**src/rtl/trisc_control_sequencer_pkg.sv**
```systemverilog
// TRISC control sequencer shared definitions.
// Opcode bit positions, ALU function codes and sequencer states.
package trisc_ctrl_pkg;

  localparam int ID_W = 11;

  localparam int ID_LDA = 0;
  localparam int ID_STA = 1;
  localparam int ID_ADD = 2;
  localparam int ID_SUB = 3;
  localparam int ID_XOR = 4;
  localparam int ID_INC = 5;
  localparam int ID_CLR = 6;
  localparam int ID_JMP = 7;
  localparam int ID_JPZ = 8;
  localparam int ID_JPN = 9;
  localparam int ID_HLT = 10;

  typedef enum logic [2:0] {
    ALU_PASS = 3'd0,
    ALU_ADD  = 3'd1,
    ALU_SUB  = 3'd2,
    ALU_XOR  = 3'd3,
    ALU_INC  = 3'd4,
    ALU_CLR  = 3'd5
  } alu_e;

  typedef enum logic [2:0] {
    S_IDLE   = 3'd0,
    S_FETCH0 = 3'd1,
    S_FETCH1 = 3'd2,
    S_DECODE = 3'd3,
    S_EXEC   = 3'd4,
    S_HALT   = 3'd5
  } state_e;

endpackage

```
**src/rtl/trisc_control_sequencer_onehot.sv**
```systemverilog
// Opcode vector classifier.
// Flags an all-zero vector and an exactly-one-bit-set vector.
module id_onehot_check
  import trisc_ctrl_pkg::*;
(
  input  logic [ID_W-1:0] id,
  output logic            is_zero,
  output logic            is_onehot
);

  logic [ID_W-1:0] id_m1;

  // clearing the lowest set bit leaves zero only for a single-bit vector
  always_comb begin
    id_m1     = id - ID_W'(1);
    is_zero   = ~|id;
    is_onehot = (|id) & ~|(id & id_m1);
  end

endmodule

```
**src/rtl/trisc_control_sequencer.sv**
```systemverilog
// TRISC fetch/decode/execute sequencer.
// Registered state, combinational datapath strobes, retire counter.
module trisc_control_sequencer
  import trisc_ctrl_pkg::*;
#(
  parameter int CNT_W = 8
) (
  input  logic             CLK,
  input  logic             RST,
  input  logic             RUN,
  input  logic [10:0]      ID,
  input  logic             Z,
  input  logic             N,
  output logic             PC_INC,
  output logic             PC_LD,
  output logic             MAR_LD,
  output logic             MAR_SRC,
  output logic             IR_LD,
  output logic             MEM_RD,
  output logic             MEM_WR,
  output logic             ACC_LD,
  output logic [2:0]       ALU_SEL,
  output logic             HALTED,
  output logic             ILLEGAL,
  output logic [2:0]       STATE,
  output logic [CNT_W-1:0] INSTR_CNT
);

  state_e           state_q, state_d;
  logic [CNT_W-1:0] cnt_q, cnt_d;
  logic             id_zero;
  logic             id_onehot;
  logic             mem_op;

  id_onehot_check u_chk (
    .id        (ID),
    .is_zero   (id_zero),
    .is_onehot (id_onehot)
  );

  assign mem_op    = id_onehot & (|ID[ID_XOR:ID_LDA]);
  assign STATE     = state_q;
  assign INSTR_CNT = cnt_q;

  // state and retire counter registers
  always_ff @(posedge CLK) begin
    if (RST) begin
      state_q <= S_IDLE;
      cnt_q   <= '0;
    end else begin
      state_q <= state_d;
      cnt_q   <= cnt_d;
    end
  end

  // next state, strobe decode and retire count
  always_comb begin
    state_d = state_q;
    cnt_d   = cnt_q;
    PC_INC  = 1'b0;
    PC_LD   = 1'b0;
    MAR_LD  = 1'b0;
    MAR_SRC = 1'b0;
    IR_LD   = 1'b0;
    MEM_RD  = 1'b0;
    MEM_WR  = 1'b0;
    ACC_LD  = 1'b0;
    ALU_SEL = ALU_PASS;
    HALTED  = 1'b0;
    ILLEGAL = 1'b0;
    unique case (state_q)
      S_IDLE: begin
        if (RUN) state_d = S_FETCH0;
      end
      S_FETCH0: begin
        MAR_LD  = 1'b1;
        state_d = S_FETCH1;
      end
      S_FETCH1: begin
        MEM_RD  = 1'b1;
        IR_LD   = 1'b1;
        PC_INC  = 1'b1;
        state_d = S_DECODE;
      end
      S_DECODE: begin
        MAR_LD  = mem_op;
        MAR_SRC = mem_op;
        state_d = S_EXEC;
      end
      S_EXEC: begin
        cnt_d   = cnt_q + CNT_W'(1);
        ILLEGAL = ~id_zero & ~id_onehot;
        if (id_onehot) begin
          unique case (1'b1)
            ID[ID_LDA]: begin
              MEM_RD  = 1'b1;
              ACC_LD  = 1'b1;
              ALU_SEL = ALU_PASS;
            end
            ID[ID_STA]: MEM_WR = 1'b1;
            ID[ID_ADD]: begin
              MEM_RD  = 1'b1;
              ACC_LD  = 1'b1;
              ALU_SEL = ALU_ADD;
            end
            ID[ID_SUB]: begin
              MEM_RD  = 1'b1;
              ACC_LD  = 1'b1;
              ALU_SEL = ALU_SUB;
            end
            ID[ID_XOR]: begin
              MEM_RD  = 1'b1;
              ACC_LD  = 1'b1;
              ALU_SEL = ALU_XOR;
            end
            ID[ID_INC]: begin
              ACC_LD  = 1'b1;
              ALU_SEL = ALU_INC;
            end
            ID[ID_CLR]: begin
              ACC_LD  = 1'b1;
              ALU_SEL = ALU_CLR;
            end
            ID[ID_JMP]: PC_LD = 1'b1;
            ID[ID_JPZ]: PC_LD = Z;
            ID[ID_JPN]: PC_LD = N;
            default: ;
          endcase
        end
        if (id_onehot && ID[ID_HLT]) begin
          state_d = S_HALT;
        end else if (RUN) begin
          state_d = S_FETCH0;
        end else begin
          state_d = S_IDLE;
        end
      end
      S_HALT: begin
        HALTED = 1'b1;
      end
      default: state_d = S_IDLE;
    endcase
  end

endmodule

```
**config.mk**
```make
export PLATFORM = sky130hd
export DESIGN_NAME = trisc_control_sequencer
export DESIGN_NICKNAME = d
export VERILOG_FILES = /design/src/rtl/trisc_control_sequencer_pkg.sv /design/src/rtl/trisc_control_sequencer_onehot.sv /design/src/rtl/trisc_control_sequencer.sv
export SDC_FILE = /design/constraint.sdc
export NUM_CORES = 1
export LEC_CHECK = 0
export ABC_AREA = 1
export CORE_MARGIN = 2
export CORE_UTILIZATION = 42
export CTS_BUF_LIST = sky130_fd_sc_hd__clkbuf_2 sky130_fd_sc_hd__clkbuf_4 sky130_fd_sc_hd__clkbuf_8
export DETAILED_ROUTE_END_ITERATION = 12
export PLACE_DENSITY = 0.81
export RECOVER_POWER = 50
export SYNTH_ARGS = -nofsm -noshare
export SYNTH_HDL_FRONTEND = slang
export SYNTH_HIERARCHICAL = 1
export SYNTH_SLANG_ARGS = --single-unit
```
**constraint.sdc**
```tcl
create_clock -name CLK -period 1.9 [get_ports CLK]
set_input_delay 0.38 -clock CLK [delete_from_list [all_inputs] [get_ports CLK]]
set_output_delay 0.38 -clock CLK [all_outputs]
set_load 0.02 [all_outputs]
```
Word-level counts from Yosys, hierarchy flattened

Index checks and enable logic that the tools add are counted.

Register bits: 11
Bits of input ports: 16
Output and inout port bits: 24
Word-level logic and storage cells: 49

$add $sub $neg: 2
Equality and inequality tests: 6
Multiplexer cells: 24
Bitwise gates (word level): 6
Reduce and logical (&&, ||, !) cells: 9

Operator list:

| kind                    | count |
|---|---|
| $reduce_or A11 Y1       | 2 |
| $pmux W3 S6             | 1 |
| $mux W1                 | 15 |
| $pmux W3 S5             | 1 |
| $mux W3                 | 4 |
| $and A11 B11 Y11        | 1 |
| $sub A11 B1 Y11 const B | 1 |
| $add A8 B1 Y8 const B   | 1 |
| $eq A3 B2 Y1 const B    | 2 |
| $eq A3 B3 Y1 const B    | 2 |
| $reduce_or A6 Y1        | 1 |
| $reduce_or A5 Y1        | 1 |
| $pmux W1 S2             | 2 |
| $reduce_or A4 Y1        | 1 |
| $and A1 B1 Y1           | 3 |
| $eq A3 B1 Y1 const B    | 1 |
| $logic_not A3 Y1        | 1 |
| $pmux W1 S3             | 1 |
| $ne A2 B2 Y1 const B    | 1 |
| $not A1 Y1              | 2 |
| $reduce_and A2 Y1       | 1 |
| $logic_and A1 B1 Y1     | 1 |
| $logic_not A1 Y1        | 1 |

Logic depth before layout (Yosys ltp)

Gate-level depths: netlist of the first run.

Word-level depth: 8
Depth in mapped cells: 13

Cells and area by module

Netlist of the first run, hierarchy kept.

By module, submodules not included:

| module                  | times used | cells an instance | area an instance (um2) | sequential area each (um2) |
|---|---|---|---|---|
| trisc_control_sequencer | 1          | 109               | 675.6                  | 220.2 |
| id_onehot_check         | 1          | 42                | 196.4                  | 0.0 |

Worst setup path before layout of the first run

OpenSTA, ideal clock, no wires.

Path type: input to output
Start: input ID[2]
End: output ACC_LD
Data arrival time: 1.508 ns
Required time: 1.520 ns
Path slack: 0.012 ns
Stages: 7
Buffers on the path: 0
Path through: nor2_1 nand2_1 o21ai_0 nand3_1 nor2_2 nand2_1 a21oi_1

Word-level cells in the longest chain between the ends: 7
Elaborated cells on any way between the ends: 10
Classes of those cells: add/sub (1); mux (3); bitwise (2); reduce/logical (4)

Ends and longest elaborated chain:

| what               | RTL line                             | text |
|---|---|---|
| start: declaration | trisc_control_sequencer.sv:11        | `input logic [10:0] ID,` |
| $sub A11 B1 Y11    | trisc_control_sequencer_onehot.sv:15 | `id_m1 = id - ID_W'(1);` |
| $and A11 B11 Y11   | trisc_control_sequencer_onehot.sv:17 | `is_onehot = (\|id) & ~\|(id & id_m1);` |
| $reduce_or A11 Y1  | trisc_control_sequencer_onehot.sv:17 |  |
| $logic_not A1 Y1   | trisc_control_sequencer_onehot.sv:17 |  |
| $and A1 B1 Y1 (*)  | trisc_control_sequencer_onehot.sv:17 |  |
| via id_onehot      | trisc_control_sequencer.sv:32        | `logic id_onehot;` |
| $mux W1 (*)        | trisc_control_sequencer.sv:93        | `if (id_onehot) begin` |
| $mux W1 (*)        | trisc_control_sequencer.sv:71        | `unique case (state_q)` |
| end: declaration   | trisc_control_sequencer.sv:21        | `output logic ACC_LD,` |

Mark *: on every way through the listed nets, which the timed path passes. The rest lies on a longest branch.

Worst setup path in the final report of the first run

Start: input ID[2]
End: output ILLEGAL

Word-level cells in the longest chain between the ends: 8
Elaborated cells on any way between the ends: 9
Classes of those cells: add/sub (1); mux (1); bitwise (4); reduce/logical (3)

Ends and longest elaborated chain:

| what              | RTL line                             | text |
|---|---|---|
| $sub A11 B1 Y11   | trisc_control_sequencer_onehot.sv:15 |  |
| $and A11 B11 Y11  | trisc_control_sequencer_onehot.sv:17 |  |
| $reduce_or A11 Y1 | trisc_control_sequencer_onehot.sv:17 |  |
| $logic_not A1 Y1  | trisc_control_sequencer_onehot.sv:17 |  |
| $and A1 B1 Y1 (*) | trisc_control_sequencer_onehot.sv:17 |  |
| via id_onehot     | trisc_control_sequencer.sv:32        |  |
| $not A1 Y1 (*)    | trisc_control_sequencer.sv:92        | `ILLEGAL = ~id_zero & ~id_onehot;` |
| $and A1 B1 Y1 (*) | trisc_control_sequencer.sv:92        |  |
| $mux W1 (*)       | trisc_control_sequencer.sv:71        |  |
| end: declaration  | trisc_control_sequencer.sv:24        | `output logic ILLEGAL,` |

Marks and branches as above.

==> results of run 1 <==
[layer usage]
| layer | vias to the layer above | global-route usage, % |
|---|---|---|
| met1 | 583 | 28.0 |
| li1 | 610 | - |
| met5 | - | 0 |
| met3 | 15 | 6.36 |
| met2 | 52 | 51.3 |
| met4 | 0 | 11.1 |
[per-stage QoR]
stage | cells | hold WS [ps] | setup TNS [ps]
3_3_place_gp | 238 | 505 | -10220
3_5_place_dp | 238 | 518 | -11220
6_report | 246 | 538 | -1460
5_1_grt | 246 | 562 | -2350
4_1_cts | 245 | 532 | -1460
2_1_floorplan | 151 | 449 | 0
[cells in the mapped netlist]
cell | n | area share (%)
or2_1 | 1 | 0.72
nand3_1 | 10 | 5.7
nor2_1 | 31 | 13
buf_4 | 1 | 0.86
a21oi_1 | 6 | 3.4
o21ai_1 | 1 | 0.57
dfxtp_1 | 11 | 25
nor3_1 | 2 | 1.1
ha_1 | 1 | 1.4
nand4_1 | 2 | 1.4
nand3_2 | 3 | 3.4
nor2_4 | 3 | 3.9
a221oi_1 | 1 | 1.0
o21ai_0 | 10 | 5.7
inv_1 | 26 | 11
a21boi_0 | 1 | 0.86
nor2_2 | 5 | 3.6
nand2_4 | 1 | 1.3
nand2_1 | 35 | 15
[cell families (layout without fill, tap and decap cells)]
| logic type | count (synthesis) | after routing | share of synthesized area (%) |
|---|---|---|---|
| AND/OR/NAND/NOR | 93 | 93 | 49.6 |
| buffers and inverters | 27 | 95 | 12.1 |
| AO/OA/AOI/OAI | 19 | 19 | 11.6 |
| flip-flops | 11 | 11 | 25.3 |
| adder cells (fa/ha/maj) | 1 | 1 | 1.43 |
[flip-flops by register name, indices dropped and copies added (netlist names)]
name and count:
INSTR_CNT 8, STATE 3
[layout make-up]
class                   count  share of cell area (%)
well taps                  27                    2.15
multi-input cells         113                    40.3
flip-flops and latches     11                    14.0
clock buffers               4                    1.91
repair buffers             65                    35.5
inverters                  26                    6.21
[how the worst min path moves through the flow]
stage                     slack, ps            to  cells after the start          from
after floorplan                 450      STATE[0]                      1           RST
after global placement          510  INSTR_CNT[2]                      2  INSTR_CNT[2]
after detailed placement        520  INSTR_CNT[2]                      2  INSTR_CNT[2]
after CTS                       530  INSTR_CNT[2]                      2  INSTR_CNT[2]
after global routing            560  INSTR_CNT[2]                      2  INSTR_CNT[2]
final                           540  INSTR_CNT[2]                      2  INSTR_CNT[2]
[repair_timing]
action,CTS,global route
setup buffers,3,1
resized for setup,132,16
pin swaps,21,13
endpoints found under the setup margin,15,11
[report_power, final]
group | switching (mW) | internal, mW | leakage, nW
Sequential | 0.00998 | 0.239 | 0.0891
Clock | 0.0850 | 0.0957 | 0.0184
Combinational | 0.136 | 0.120 | 0.646
[worst min-delay path, stage by stage (launching register included)]
cell and delay [ps]:
dfxtp_1 360, inv_1 80, a21oi_1 60
==> results.txt, run 1 <==
----------------------------------------------------
[Run status]
  Run status ... complete, but fails checks
  Violated checks ... negative setup slack

[Layout]
  Final net count ... 237
  Reg area ... 220 sq um
  Post-Layout Inst Area ... 1570 sq um
  Most used cells in the layout excluding fill and tap cells ... 34 x nand2_1, 24 x inv_1, 23 x nor2_1, 23 x buf_4, 14 x clkdlybuf4s50_1
  Multi-input combinational cell area ... 633 sq um
  Utilization after layout ... 80.2%
  Synthesis-to-finish area growth ... 80.3%
  Share of post-route cells with drive strength above 1 ... 34.2%
  Fillcell total ... 142
  Most common cell after layout, fill and taps aside ... nand2_1
  Diode insertion count for antenna repair ... 0

[Clock tree]
  Maximum level of the CTS H-tree ... 1
  Clock sink total ... 11
  Clock Tree Root ... clkbuf_4
  Number of buffers on the longest clock path ... 2
  Clock latency of the later-clocked register in the worst-skew pair ... 270 ps
  Total CTS buffers ... 3
  Clock tree from TritonCTS ... done
  Clock-pin slew reported for the worst setup and hold paths after clock tree synthesis ... 70 ps
  Total of hold buffers inserted after clock tree synthesis ... 0

[Die]
  Io pins ... 40
  Die span in y ... 49.6 um
  Row count ... 16
  Die width ... 49.6 um
  Standard cell core area ... 1960 sq um
  Floorplan die area ... 2460 sq um
  Effective utilization at floorplan ... 44.5%

[Drt]
  Met1 Routed Length ... 1280 um
  Final WL ... 3270 um
  Per-cell via count in the routed design ... 5.12
  Detailed route wirelength on metal2 ... 1700 um
  Antenna-violating nets left ... 0
  DR pass1 iterations ... 4
  Max layer used ... met4
  First DRT Iteration DRCs ... 49
  Wire length on met3 ... 162 um
  Detail-routed net length per standard cell ... 13.3 um
  DRC violations left ... 0
  Vias ... 1260

[Critical path]
  Capturing instance or port of the critical path ... ILLEGAL
  Sequence of cells on the critical path ... buf_2 > nor2_4 > nand3_2 > nor2_2 > nor2_1 > nand2_1 > nor2_4 > buf_4 > buf_6 > nor3_4 > buf_6
  First element of the critical path ... ID[2]
  Nature of the critical path startpoint ... input pin
  Classification of the worst setup path ... in -> out
  Critical path arrival ... 1700 ps
  Instance count on the critical path ... 11
  Setup slack on the worst flop-to-flop path ... 280 ps
  Reg-to-reg startpoint ... STATE[1]
  Crit-path slowest cell ... nor3_4
  Reg-to-reg endpoint ... INSTR_CNT[5]
  Reg2Reg Depth ... 8
  CP endpoint kind ... output port
  Delay contributed by the slowest stage of the critical path ... 200 ps
  Data required time at the worst endpoint ... 1520 ps
  Highest fanout seen on the critical path ... 4
  Buffers and inverters on the worst path ... 4
  Delay-heaviest family, CP ... simple AND/OR/NAND/NOR gates

[Synthesis]
  Post-synthesis sequential area ratio ... 25.3%
  Synthesized area ... 872 sq um
  Distinct cell type count after synthesis ... 19
  Number of instances in the synthesized netlist ... 151
  Syn avg cell area ... 5.78 sq um
  Number of flip-flops and latches in the synthesized netlist ... 11
  Warning count from the yosys run ... 6
  Post-synthesis net count ... 168

[Min path]
  Hold WC Path Type ... reg -> reg

[STA]
  Time the worst path needs with I/O delays and setup ... 2080 ps
  Max transition margin ... 72.3%
  Final number of setup-violating endpoints ... 11
  Slew @ Worst Pin ... 416 ps
  Final worst-path setup slack ... -183 ps
  Highest clock rate ... 0.480 GHz
  Max-slew violation total from the final report ... 0
  Unrepaired setup endpoints after global routing ... yes
  Worst clock skew ... 2.36 ps
  Share of the cycle needed by the critical path after routing ... 110%
  Final Hold Vio Count ... 0

[Pwr]
  Post-layout power ... 0.686 mW
  Leakage dissipation ... 0.754 nW
  Ratio of total power to cell area ... 436 nW/um^2
  Peak ir drop on the vdd network ... 569 uV

[Place]
  Half-perimeter wire length of the detailed placement result ... 2150 um
  Pre-CTS setup slack ... -1130 ps
  Placed Area ... 1450 sq um
  Port Buffer Count ... 39
  Final weighted congestion in routability-driven placement ... 0.973

[Global routing]
  Aggregate global-route resource usage ... 27.1%
  Vias in the first global route ... 1193
  Wire length of the first global-routing pass ... 5170 um
  Grt ovf ... 0
  Number of antenna violations at the first check in global routing ... 0
  Maximum number of pins on one net before global-route repair ... 10

[Flow run]
  Max_cap viols ... 0

----------------------------------------------------
No activity file was read; power rests on OpenSTA's default activity.
==> inputs of run 2 (changes only) <==
--- a/config.mk
+++ b/config.mk
@@ -11,7 +11,8 @@
 export CTS_BUF_LIST = sky130_fd_sc_hd__clkbuf_2 sky130_fd_sc_hd__clkbuf_4 sky130_fd_sc_hd__clkbuf_8
 export DETAILED_ROUTE_END_ITERATION = 12
 export PLACE_DENSITY = 0.81
-export RECOVER_POWER = 50
+export RECOVER_POWER = 100
+export REMOVE_ABC_BUFFERS = 1
 export SYNTH_ARGS = -nofsm -noshare
 export SYNTH_HDL_FRONTEND = slang
 export SYNTH_HIERARCHICAL = 1
==> run 2 against run 1 <==
Compared with the run above:
- clock power down 2%
- combinational power is 4% lower
- critical path type unchanged
- setup slack got worse by 34 ps
- sequential share of layout area rose by 0.63 points
- clock skew grew 4.1 ps
- critical path depth unchanged
- sequential power barely moved
- final area down 3.7%
- routed wire length is 9.0% lower
- flip-flop and latch count is the same
- cell count decreased by 1.6%
- critical endpoint is now MEM_RD
- the run still ends with negative setup slack left
- largest cell class unchanged
==> results.txt, run 2 (synthesized netlist as in run 1, its figures left out) <==
----------------------------------------------------
[Run status]
  Run status ... complete, but fails checks
  Violated checks ... negative setup slack

[Place]
  Pre-CTS setup slack ... -1060 ps (+72.7 ps)
  Port Buffer Count ... 39 (unchanged)
  Final weighted congestion in routability-driven placement ... 0.809 (-17%)
  Half-perimeter wire length of the detailed placement result ... 2170 um (+0.83%)
  Inst Count DP ... 237 (-0.42%)

[Die]
  Standard cell core area ... 1960 sq um (unchanged)
  Row count ... 16 (unchanged)
  Die span in y ... 49.6 um (unchanged)
  Floorplan die area ... 2460 sq um (unchanged)
  Io pins ... 40 (unchanged)
  Die width ... 49.6 um (unchanged)
  Effective utilization at floorplan ... 44.5% (unchanged)

[STA]
  Unrepaired setup endpoints after global routing ... yes
  Final worst-path setup slack ... -217 ps (-33.7 ps)
  Highest clock rate ... 0.472 GHz (-1.6%)
  Max-slew violation total from the final report ... 0 (unchanged)
  Final number of setup-violating endpoints ... 10 (-1)
  Worst hold-check slack ... 533 ps (-5.71 ps)
  Time the worst path needs with I/O delays and setup ... 2120 ps (+33.7 ps)
  Max transition margin ... 77.7% (+5.5 points)
  Slew @ Worst Pin ... 331 ps (-84.4 ps)
  Worst clock skew ... 6.50 ps (+4.13 ps)
  Share of the cycle needed by the critical path after routing ... 111% (+1.8 points)
  Final Hold Vio Count ... 0 (unchanged)

[Critical path]
  Reg-to-reg endpoint ... INSTR_CNT[5]
  Highest fanout seen on the critical path ... 6 (+2)
  Reg2Reg Depth ... 8 (unchanged)
  Classification of the worst setup path ... in -> out
  CP endpoint kind ... output port
  Setup slack on the worst flop-to-flop path ... 450 ps (+170 ps)
  Nature of the critical path startpoint ... input pin
  Critical path arrival ... 1740 ps (+40 ps)
  Data required time at the worst endpoint ... 1520 ps (about the same)
  Reg-to-reg startpoint ... STATE[1]

[Layout]
  Reg area ... 221 sq um (+0.57%)
  Share of post-route cells with drive strength above 1 ... 33.5% (-0.76 points)
  Most used cells in the layout excluding fill and tap cells ... 34 x nand2_1, 24 x inv_1, 22 x buf_4
  Diode insertion count for antenna repair ... 0 (unchanged)
  Most common cell after layout, fill and taps aside ... nand2_1
  Synthesis-to-finish area growth ... 73.6%
  Multi-input combinational cell area ... 607 sq um (-4.2%)
  Final cell count without fillers ... 242 (-1.6%)
  Flip-flop count of the largest register, all copies and words added ... 8 (unchanged)
  Fillcell total ... 166 (+17%)
  Final net count ... 233 (-1.7%)
  Utilization after layout ... 77.2% (-3.0 points)

[Drt]
  First DRT Iteration DRCs ... 18 (-63%)
  DR pass1 iterations ... 4 (unchanged)
  Antenna-violating nets left ... 0 (unchanged)
  Final WL ... 2980 um (-9.0%)
  Vias ... 1185 (-6.0%)
  Detail-routed net length per standard cell ... 12.3 um (-7.4%)
  DRC violations left ... 0 (unchanged)
  Per-cell via count in the routed design ... 4.90 (-4.4%)

[Global routing]
  Wire length of the first global-routing pass ... 5220 um (+0.93%)
  Number of antenna violations at the first check in global routing ... 0 (unchanged)
  Maximum number of pins on one net before global-route repair ... 10 (unchanged)
  Vias in the first global route ... 1215 (+1.8%)
  Grt ovf ... 0 (unchanged)
  Aggregate global-route resource usage ... 26.4% (-0.68 points)

[Pwr]
  Ratio of total power to cell area ... 444 nW/um^2 (+1.7%)
  Post-layout power ... 0.672 mW (-2.1%)
  Peak ir drop on the vdd network ... 542 uV (-4.8%)
  Leakage dissipation ... 0.753 nW (about the same)

[Clock tree]
  Number of buffers on the longest clock path ... 2 (unchanged)
  Clock latency of the later-clocked register in the worst-skew pair ... 270 ps (about the same)
  Total of hold buffers inserted after clock tree synthesis ... 0 (unchanged)
  Clock sink total ... 11 (unchanged)
  Clock tree from TritonCTS ... done
  Clock-pin slew reported for the worst setup and hold paths after clock tree synthesis ... 70 ps (about the same)
  Clock Tree Root ... clkbuf_4
  Maximum level of the CTS H-tree ... 1 (unchanged)
  Total CTS buffers ... 3 (unchanged)

[Min path]
  Hold WC Path Type ... reg -> reg
  Number of stages on the worst hold path ... 2 (unchanged)
  Startpoint of the most critical hold path ... INSTR_CNT[6]
  Capture endpoint of the worst hold path ... INSTR_CNT[6]

[Flow run]
  Max_cap viols ... 0 (unchanged)

----------------------------------------------------
[run 2: per-stage QoR]
stage	cell area, sq um	TNS, ps
final	1510	-1490
after global routing	1510	-2390
after CTS	1510	-1130
after detailed placement	1450	-10740
after global placement	1450	-10240
after floorplan	865	0
[run 2: final cells by class]
class,count,share of cell area (%)
clock buffers,4,1.98
inverters,26,6.45
multi-input cells,113,40.1
flip-flops and latches,11,14.6
well taps,27,2.23
repair buffers,61,34.6
[run 2: worst max path at each step]
stage	from	endpoint	slack, ps	cells after the start
finish	ID[7]	MEM_RD	-220	11
global route	ID[0]	MEM_RD	-300	11
CTS	ID[1]	MAR_LD	-170	13
detailed placement	ID[0]	ACC_LD	-1060	9
global placement	ID[0]	ACC_LD	-1020	11
floorplan	ID[2]	ACC_LD	10	7
[run 2: worst max-delay path: stages]
cell      delay (ps)
buf_2            140
inv_1             70
nand2_1           70
a21boi_1         140
nand3_1           80
nor2_1           110
nand2_1          100
nor2_4           190
nand2_4          130
o21ai_2          180
buf_6            140
[run 2: what timing repair did]
item,CTS,global route
gates resized for setup,127,13
pin swaps,19,10
setup endpoints to repair,15,10
buffers inserted,1,0
[run 2: routing by layer]
metal | GRT usage, % | vias up | wire [um]
met5 | 0 | - | 0
met4 | 4.17 | 0 | 14
met3 | 5.45 | 2 | 133
met2 | 48.9 | 41 | 1610
met1 | 31.5 | 539 | 1220
li1 | - | 603 | -
[run 2: power by group]
group          internal [mW]  total (mW)  switching (mW)
Sequential             0.240       0.249         0.00962
Combinational          0.117       0.245           0.128
Clock                 0.0955       0.177          0.0818
Total                  0.452       0.672           0.220
